`config.mk`:
```
export PLATFORM = sky130hd
export DESIGN_NAME = bsg_wormhole_link_arbiter
export DESIGN_NICKNAME = d
export VERILOG_FILES = /design/src/rtl/bsg_wormhole_link_arbiter.sv
export SDC_FILE = /design/constraint.sdc
export NUM_CORES = 1
export LEC_CHECK = 0
export ABC_AREA = 1
export CAP_MARGIN = 15
export CORE_AREA = 2 2 79 81
export CTS_BUF_LIST = sky130_fd_sc_hd__clkbuf_4 sky130_fd_sc_hd__clkbuf_8 sky130_fd_sc_hd__clkbuf_16
export DETAILED_ROUTE_END_ITERATION = 10
export DIE_AREA = 0 0 81 83
export GPL_ROUTABILITY_DRIVEN = 1
export HOLD_SLACK_MARGIN = 0.1
export PLACE_DENSITY_LB_ADDON = 0.2
export SLEW_MARGIN = 0
export SYNTH_ARGS = -nofsm -noshare
export SYNTH_HDL_FRONTEND = slang
export SYNTH_SLANG_ARGS = --single-unit
export TNS_END_PERCENT = 10
```
`constraint.sdc`:
```
create_clock -name clk_i -period 1.8 [get_ports clk_i]
set_input_delay 0.18 -clock clk_i [delete_from_list [all_inputs] [get_ports clk_i]]
set_output_delay 0.18 -clock clk_i [all_outputs]
set_load 0.005 [all_outputs]
```
`src/rtl/bsg_wormhole_link_arbiter.sv`:
```
// Packet-atomic round-robin arbiter that merges num_in_p wormhole links onto one ready/valid link.
// Optional BSG_WH_ARB_PKT_CNT_EN adds a 16-bit completed-packet counter on pkt_cnt_o.
module bsg_wormhole_link_arbiter #(
  parameter int num_in_p     = 2,
  parameter int width_p      = 64,
  parameter int len_width_p  = 4,
  parameter int len_offset_p = 0
) (
  input  logic                         clk_i,
  input  logic                         reset_i,
  input  logic [num_in_p-1:0]          v_i,
  input  logic [num_in_p*width_p-1:0]  data_i,
  output logic [num_in_p-1:0]          ready_and_o,
  output logic                         v_o,
  output logic [width_p-1:0]           data_o,
  input  logic                         ready_and_i,
  output logic [num_in_p-1:0]          grant_o
`ifdef BSG_WH_ARB_PKT_CNT_EN
  ,
  output logic [15:0]                  pkt_cnt_o
`endif
);

  localparam int sel_width_lp = (num_in_p > 1) ? $clog2(num_in_p) : 1;

  typedef enum logic {IDLE, BUSY} state_e;

  state_e                  state_q, state_d;
  logic [sel_width_lp-1:0] last_q, last_d;
  logic [sel_width_lp-1:0] owner_q, owner_d;
  logic [len_width_p-1:0]  cnt_q, cnt_d;

  logic [sel_width_lp-1:0] sel;
  logic [sel_width_lp:0]   cand;
  logic [sel_width_lp-1:0] cand_sel;
  logic                    sel_found;
  logic [len_width_p-1:0]  hdr_len;
  logic [width_p-1:0]      in_data [num_in_p];

  genvar gi;
  generate
    for (gi = 0; gi < num_in_p; gi++) begin : g_split
      assign in_data[gi] = data_i[gi*width_p +: width_p];
    end
  endgenerate

  // Search upward from the input after the last winner; cand carries one extra bit so the wrap is a single subtract.
  always_comb begin
    sel       = last_q;
    sel_found = 1'b0;
    cand      = '0;
    cand_sel  = '0;
    for (int i = 0; i < num_in_p; i++) begin
      cand = {1'b0, last_q} + (sel_width_lp+1)'(i + 1);
      if (cand >= (sel_width_lp+1)'(num_in_p)) begin
        cand = cand - (sel_width_lp+1)'(num_in_p);
      end
      cand_sel = cand[sel_width_lp-1:0];
      if (!sel_found && v_i[cand_sel]) begin
        sel       = cand_sel;
        sel_found = 1'b1;
      end
    end
  end

  assign hdr_len = in_data[sel][len_offset_p +: len_width_p];

  always_comb begin
    state_d     = state_q;
    last_d      = last_q;
    owner_d     = owner_q;
    cnt_d       = cnt_q;
    v_o         = 1'b0;
    data_o      = in_data[sel];
    ready_and_o = '0;
    grant_o     = '0;

    if (state_q == IDLE) begin
      if (sel_found) begin
        grant_o[sel]     = 1'b1;
        v_o              = 1'b1;
        ready_and_o[sel] = ready_and_i;
        if (ready_and_i) begin
          last_d = sel;
          if (hdr_len != '0) begin
            state_d = BUSY;
            owner_d = sel;
            cnt_d   = hdr_len;
          end
        end
      end
    end else begin
      grant_o[owner_q]     = 1'b1;
      v_o                  = v_i[owner_q];
      data_o               = in_data[owner_q];
      ready_and_o[owner_q] = ready_and_i;
      if (v_i[owner_q] && ready_and_i) begin
        cnt_d = cnt_q - 1'b1;
        if (cnt_q == len_width_p'(1)) begin
          state_d = IDLE;
        end
      end
    end

    // Outputs stay quiet for the whole time reset is held, not just until the flops clear.
    if (reset_i) begin
      v_o         = 1'b0;
      ready_and_o = '0;
      grant_o     = '0;
    end
  end

  always_ff @(posedge clk_i or posedge reset_i) begin
    if (reset_i) begin
      state_q <= IDLE;
      last_q  <= sel_width_lp'(num_in_p - 1);
      owner_q <= '0;
      cnt_q   <= '0;
    end else begin
      state_q <= state_d;
      last_q  <= last_d;
      owner_q <= owner_d;
      cnt_q   <= cnt_d;
    end
  end

`ifdef BSG_WH_ARB_PKT_CNT_EN
  logic        pkt_done;
  logic [15:0] pkt_cnt_q, pkt_cnt_d;

  assign pkt_done  = v_o && ready_and_i &&
                     (((state_q == IDLE) && (hdr_len == '0)) ||
                      ((state_q == BUSY) && (cnt_q == len_width_p'(1))));
  assign pkt_cnt_d = pkt_done ? pkt_cnt_q + 16'd1 : pkt_cnt_q;
  assign pkt_cnt_o = reset_i ? 16'd0 : pkt_cnt_q;

  always_ff @(posedge clk_i or posedge reset_i) begin
    if (reset_i) begin
      pkt_cnt_q <= '0;
    end else begin
      pkt_cnt_q <= pkt_cnt_d;
    end
  end
`endif

endmodule
```
* Yosys cells after proc, flatten, opt, wreduce, memory -nomap -nowiden *
Cells that the tools add are included.

storage, ports and cells
  flip-flop bits (word level) = 7
  input bits = 133
  output and inout port bits = 69
  word-level logic and storage cells = 81

cells by class
  $add $sub $neg = 5
  $lt $le $gt $ge = 10
  eq/ne operators = 2
  multiplexer cells = 43
  bitwise operators = 5
  reductions and logical operators = 12

operators by type and width
  operator               count
  $mux W64               7
  $mux W1                23
  $mux W4                5
  $mux W2                6
  $ge A2 B2 Y1 const B   4
  $lt A1 B2 Y1 const B   4
  $reduce_and A4 Y1      2
  $reduce_bool A2 Y1     3
  $and A2 B2 Y2          2
  $eq A4 B1 Y1 const B   1
  $logic_and A1 B1 Y1    4
  $not A1 Y2             2
  $reduce_bool A4 Y1     1
  $sub A4 B1 Y4 const B  1
  $reduce_and A3 Y1      1
  $add A1 B1 Y2 const B  1
  $add A1 B2 Y2 const B  1
  $demux W1 S1           2
  $ge A1 B1 Y1 const B   2
  $ne A2 B1 Y1 const B   1
  $sub A1 B1 Y1 const B  2
  $logic_not A1 Y1       1
  $not A1 Y1             1

* Longest topological paths before layout *
  depth in word-level cells = 18
  depth in mapped cells = 11
  mapped depth without buffers = 11

* Least setup slack after synthesis *
OpenSTA, ideal clock, no wires.

  path type = register -> output
  from = register last_q
  to = output port data_o[10]
  data arrival time = 1493 ps
  required time = 1620 ps
  path slack = 127 ps
  cell stages (with the launch flop) = 7
  buffers on the path = 1
  cell sequence = dfstp_2 inv_1 nand2_2 nand2_2 o21ai_4 buf_6 mux2_2

on the way
  word-level cells in the longest chain between the ends = 14
  elaborated cells on any way between the ends = 22
  those cells by class = add/sub (4); order compare (2); mux (13); bitwise (1); reduce/logical (2)

ends and longest elaborated chain
  element                                        line    text
  start, declared                                29      logic [sel_width_lp-1:0] last_q, last_d;
  start signal, assigned                         116     last_q <= sel_width_lp'(num_in_p - 1);
  start signal, assigned                         121     last_q <= last_d;
  $add A1 B1 Y2                                  54      cand = {1'b0, last_q} + (sel_width_lp+1)'(i + 1);
  $ge A2 B2 Y1 or $sub A1 B1 Y1 (tied branches)  55, 56
  $mux W1                                        55      if (cand >= (sel_width_lp+1)'(num_in_p)) begin
  $mux W1 (not written as such) (2 in a row)     59      if (!sel_found && v_i[cand_sel]) begin
  $mux W1                                        59
  $logic_not A1 Y1                               59
  $logic_and A1 B1 Y1                            59
  $mux W1 *                                      59
  $not A1 Y2 (not written as such) *             74      data_o = in_data[sel];
  $mux W64 (not written as such) * (3 in a row)  74
  $mux W64 *                                     78      if (state_q == IDLE) begin
  end, declared                                  15      output logic [width_p-1:0] data_o,

Every way passes the cells marked *; elsewhere a longest branch is shown, timed or not. The select of a mux whose other input is x is not followed.

* Worst setup path after layout *
  from = register last_q
  to = output port data_o[16]

The elaborated chain is that of the path after synthesis.

==> impl_metrics.json <==
{
  "slew_headroom_pct": 78.7,
  "grt_pass1_vias": 2299,
  "cp_cell_sequence": "buf_6, nand2_4, nand2_4, o21ai_4, buf_6, buf_6, buf_12, buf_16, mux2_4, buf_6",
  "crit_path_frequent_cell": "buf_6",
  "netlist_area_mm2": 0.00137,
  "synth-seq-cells": 7,
  "violations": "negative setup slack",
  "final.setup.tns_ps": -18040,
  "fin_ws_ps": -377,
  "fin_util_pct": 71.0,
  "n_antenna_cell": 0,
  "io_pins": 202,
  "regToRegSetupSlack_ps": -50,
  "comb_power_share_pct": 90.6,
  "critPathMaxFanout": 4,
  "syn_to_final_growth_pct": 203,
  "layout_min_cycle_time_ps": 2180,
  "yosysTopAreaCell": "mux2_2",
  "cts_tree": "yes",
  "grt_max_degree": 13,
  "grt_pass1_wl_um": 13000,
  "wl_per_cell_um": 19.6,
  "total_power_mw": 5.92,
  "coreArea_mm2": 0.00582,
  "seqPwrFrac_pct": 5.2,
  "cts-htree-levels": 1,
  "path_buf_inv": 6,
  "grt.overflow.total": 0,
  "nets": 552,
  "drtAntennaViolNets": 0,
  "synth_cells": 168,
  "synth.avg_cell_area_um2": 8.13,
  "clkTransAtPathRegs_ps": 40,
  "clock_tree.root_cell": "clkbuf_8",
  "max_stage_delay_ps": 550,
  "initial_core_util_pct": 23.5,
  "gp_congestion": 0.910,
  "drt-vias-per-instance": 4.53,
  "p_sw_mw": 2.16,
  "ir_drop_mv": 0.973,
  "end_kind": "output pin",
  "io_buffer_count": 201,
  "internal-power_mw": 3.76,
  "setup_violations": 71,
  "ys_types": 18,
  "drc": 0,
  "synth_enable_flop_cells": 0,
  "cp_top_family": "buffers and inverters",
  "startpoint_type": "flip-flop",
  "synth.most_common_cell": "mux2_2",
  "placed_cells": 466,
  "first_pass_iters": 4,
  "routed_wl_um": 9620,
  "first_iter_violations": 58,
  "hold_viol": 0,
  "cts_made_buffers": 3,
  "rows": 28,
  "hp-class": "in2async",
  "rsz0062_at_grt": "true",
  "clockBufferDepth": 2,
  "grt_use_total_pct": 25.5,
  "cp.required_ps": 1620,
  "synth_ff_type": "dfrtp_1",
  "critPathKind": "reg2out",
  "synth_top_area_share_pct": 45.4,
  "yosysSeqAreaShare_pct": 12.9,
  "die_w_um": 81,
  "dieHeight_um": 83,
  "num-fill-cells": 466,
  "hold-worst-slack_ps": 362,
  "clock.fmax_mhz": 459,
  "p_clk_share_pct": 4.2,
  "synth_commonest_cells": "55 x mux2_2, 35 x nand2_1, 12 x inv_1, 12 x nand3_1, 10 x nor2_1",
  "antenna_found_initial": 0,
  "hpwlAfterDp_um": 6880,
  "drv_slew": 0,
  "synth_area_leaders": "mux2_2 45%, dfrtp_1 11%, nand2_1 9.6%",
  "vias": 2225,
  "clkSinkCount": 7,
  "drv.max_cap_violation_count": 0,
  "clock_latency_ps": 230,
  "design_area_mm2": 0.00413,
  "finalCritPeriodShare_pct": 121,
  "worst_slew_pin_slew_ps": 318,
  "critical_path.slowest_cell": "dfstp_2",
  "dieArea_mm2": 0.00672,
  "drive_gt1_share_pct": 45.9,
  "worstPathArrival_ps": 2000,
  "yosys_warnings": 0,
  "cellPowerDensity_mw_per_mm2": 1430,
  "p_leak_nw": 2.00,
  "synth_fp_nets": 303,
  "status": "finished with violations",
  "placed_area_mm2": 0.00364,
  "instances_no_fill": 491,
  "skew_ps": 0.457,
  "pre_cts_ws_ps": -584,
  "async_reset_ff_share_pct": 100,
  "swShare_pct": 36.5
}
==> worst paths after layout <==
path	start	endpoint	cells after the start
hold reg to reg	cnt_q[1]$_DFFE_PP0P_	cnt_q[1]$_DFFE_PP0P_	2
setup reg to reg	last_q$_DFFE_PP1P_	state_q$_DFF_PP0_	12
max in group asynchronous	reset_i	last_q$_DFFE_PP1P_	2
hold / removal	reset_i	state_q$_DFF_PP0_	2
setup / recovery	last_q$_DFFE_PP1P_	data_o[16]	10
min in group clk_i	cnt_q[1]$_DFFE_PP0P_	cnt_q[1]$_DFFE_PP0P_	2
==> repair_timing <==
item | 4_1_cts | 5_1_grt
gates cloned | 5 | 0
resized for setup | 281 | 83
setup buffers | 11 | 9
setup endpoints to repair | 73 | 73
hold endpoints to repair | 0 | 0
pin swaps | 3 | 4
hold buffers | 0 | 0
==> kinds of logic after synthesis <==
family	Yosys count	synth area share (%)
AO/OA/AOI/OAI	17	7.79
XOR/XNOR	1	0.642
adder cells (fa/ha/maj)	2	1.83
buffers and inverters	19	8.52
flip-flops	7	12.9
multiplexers	60	49.5
AND/OR/NAND/NOR	62	18.8
==> placed cells by master, fill, tap and decap left out, types with 4 or more instances in the layout <==
cell type,instances
nand2_2,5
a21oi_1,4
nor2_1,8
mux2_4,53
o21ai_0,6
inv_1,11
clkbuf_2,20
buf_4,31
buf_6,45
nand2_1,30
nand3_1,12
clkdlybuf4s50_1,132
a22oi_1,4
buf_2,6
dfrtp_1,6
buf_12,4
mux2_2,7
==> final cells by class <==
type / count / area (µm²) / share of cell area, %
Clock buffer: 4 / 48.8 / 1.18
Multi-Input combinational cell: 142 / 1310 / 31.7
Sequential cell: 7 / 176 / 4.27
Inverter: 13 / 48.8 / 1.18
Timing Repair Buffer: 250 / 2450 / 59.4
Tap cell: 75 / 93.8 / 2.27
==> flip-flops by register name (all words and copies together) (netlist names) <==
name	flops
cnt_q	4
state_q	1
owner_q	1
last_q	1
==> power by group through the flow <==
stage	clock network (mW)	registers, mW	logic, mW
finish	0.248	0.307	5.36
global placement	0	0.297	3.87
floorplan	0	0.300	1.85
CTS	0.247	0.304	4.98
global route	0.261	0.318	5.62
detailed placement	0	0.305	3.91
==> routing by layer <==
layer	global-route usage, %	vias up	wire length, µm
li1	-	1082	-
met1	27.0	1046	3650
met2	49.1	83	5090
met3	4.89	14	692
met4	7.70	0	192
met5	0	-	0
Power figures use the tool's default switching activity.
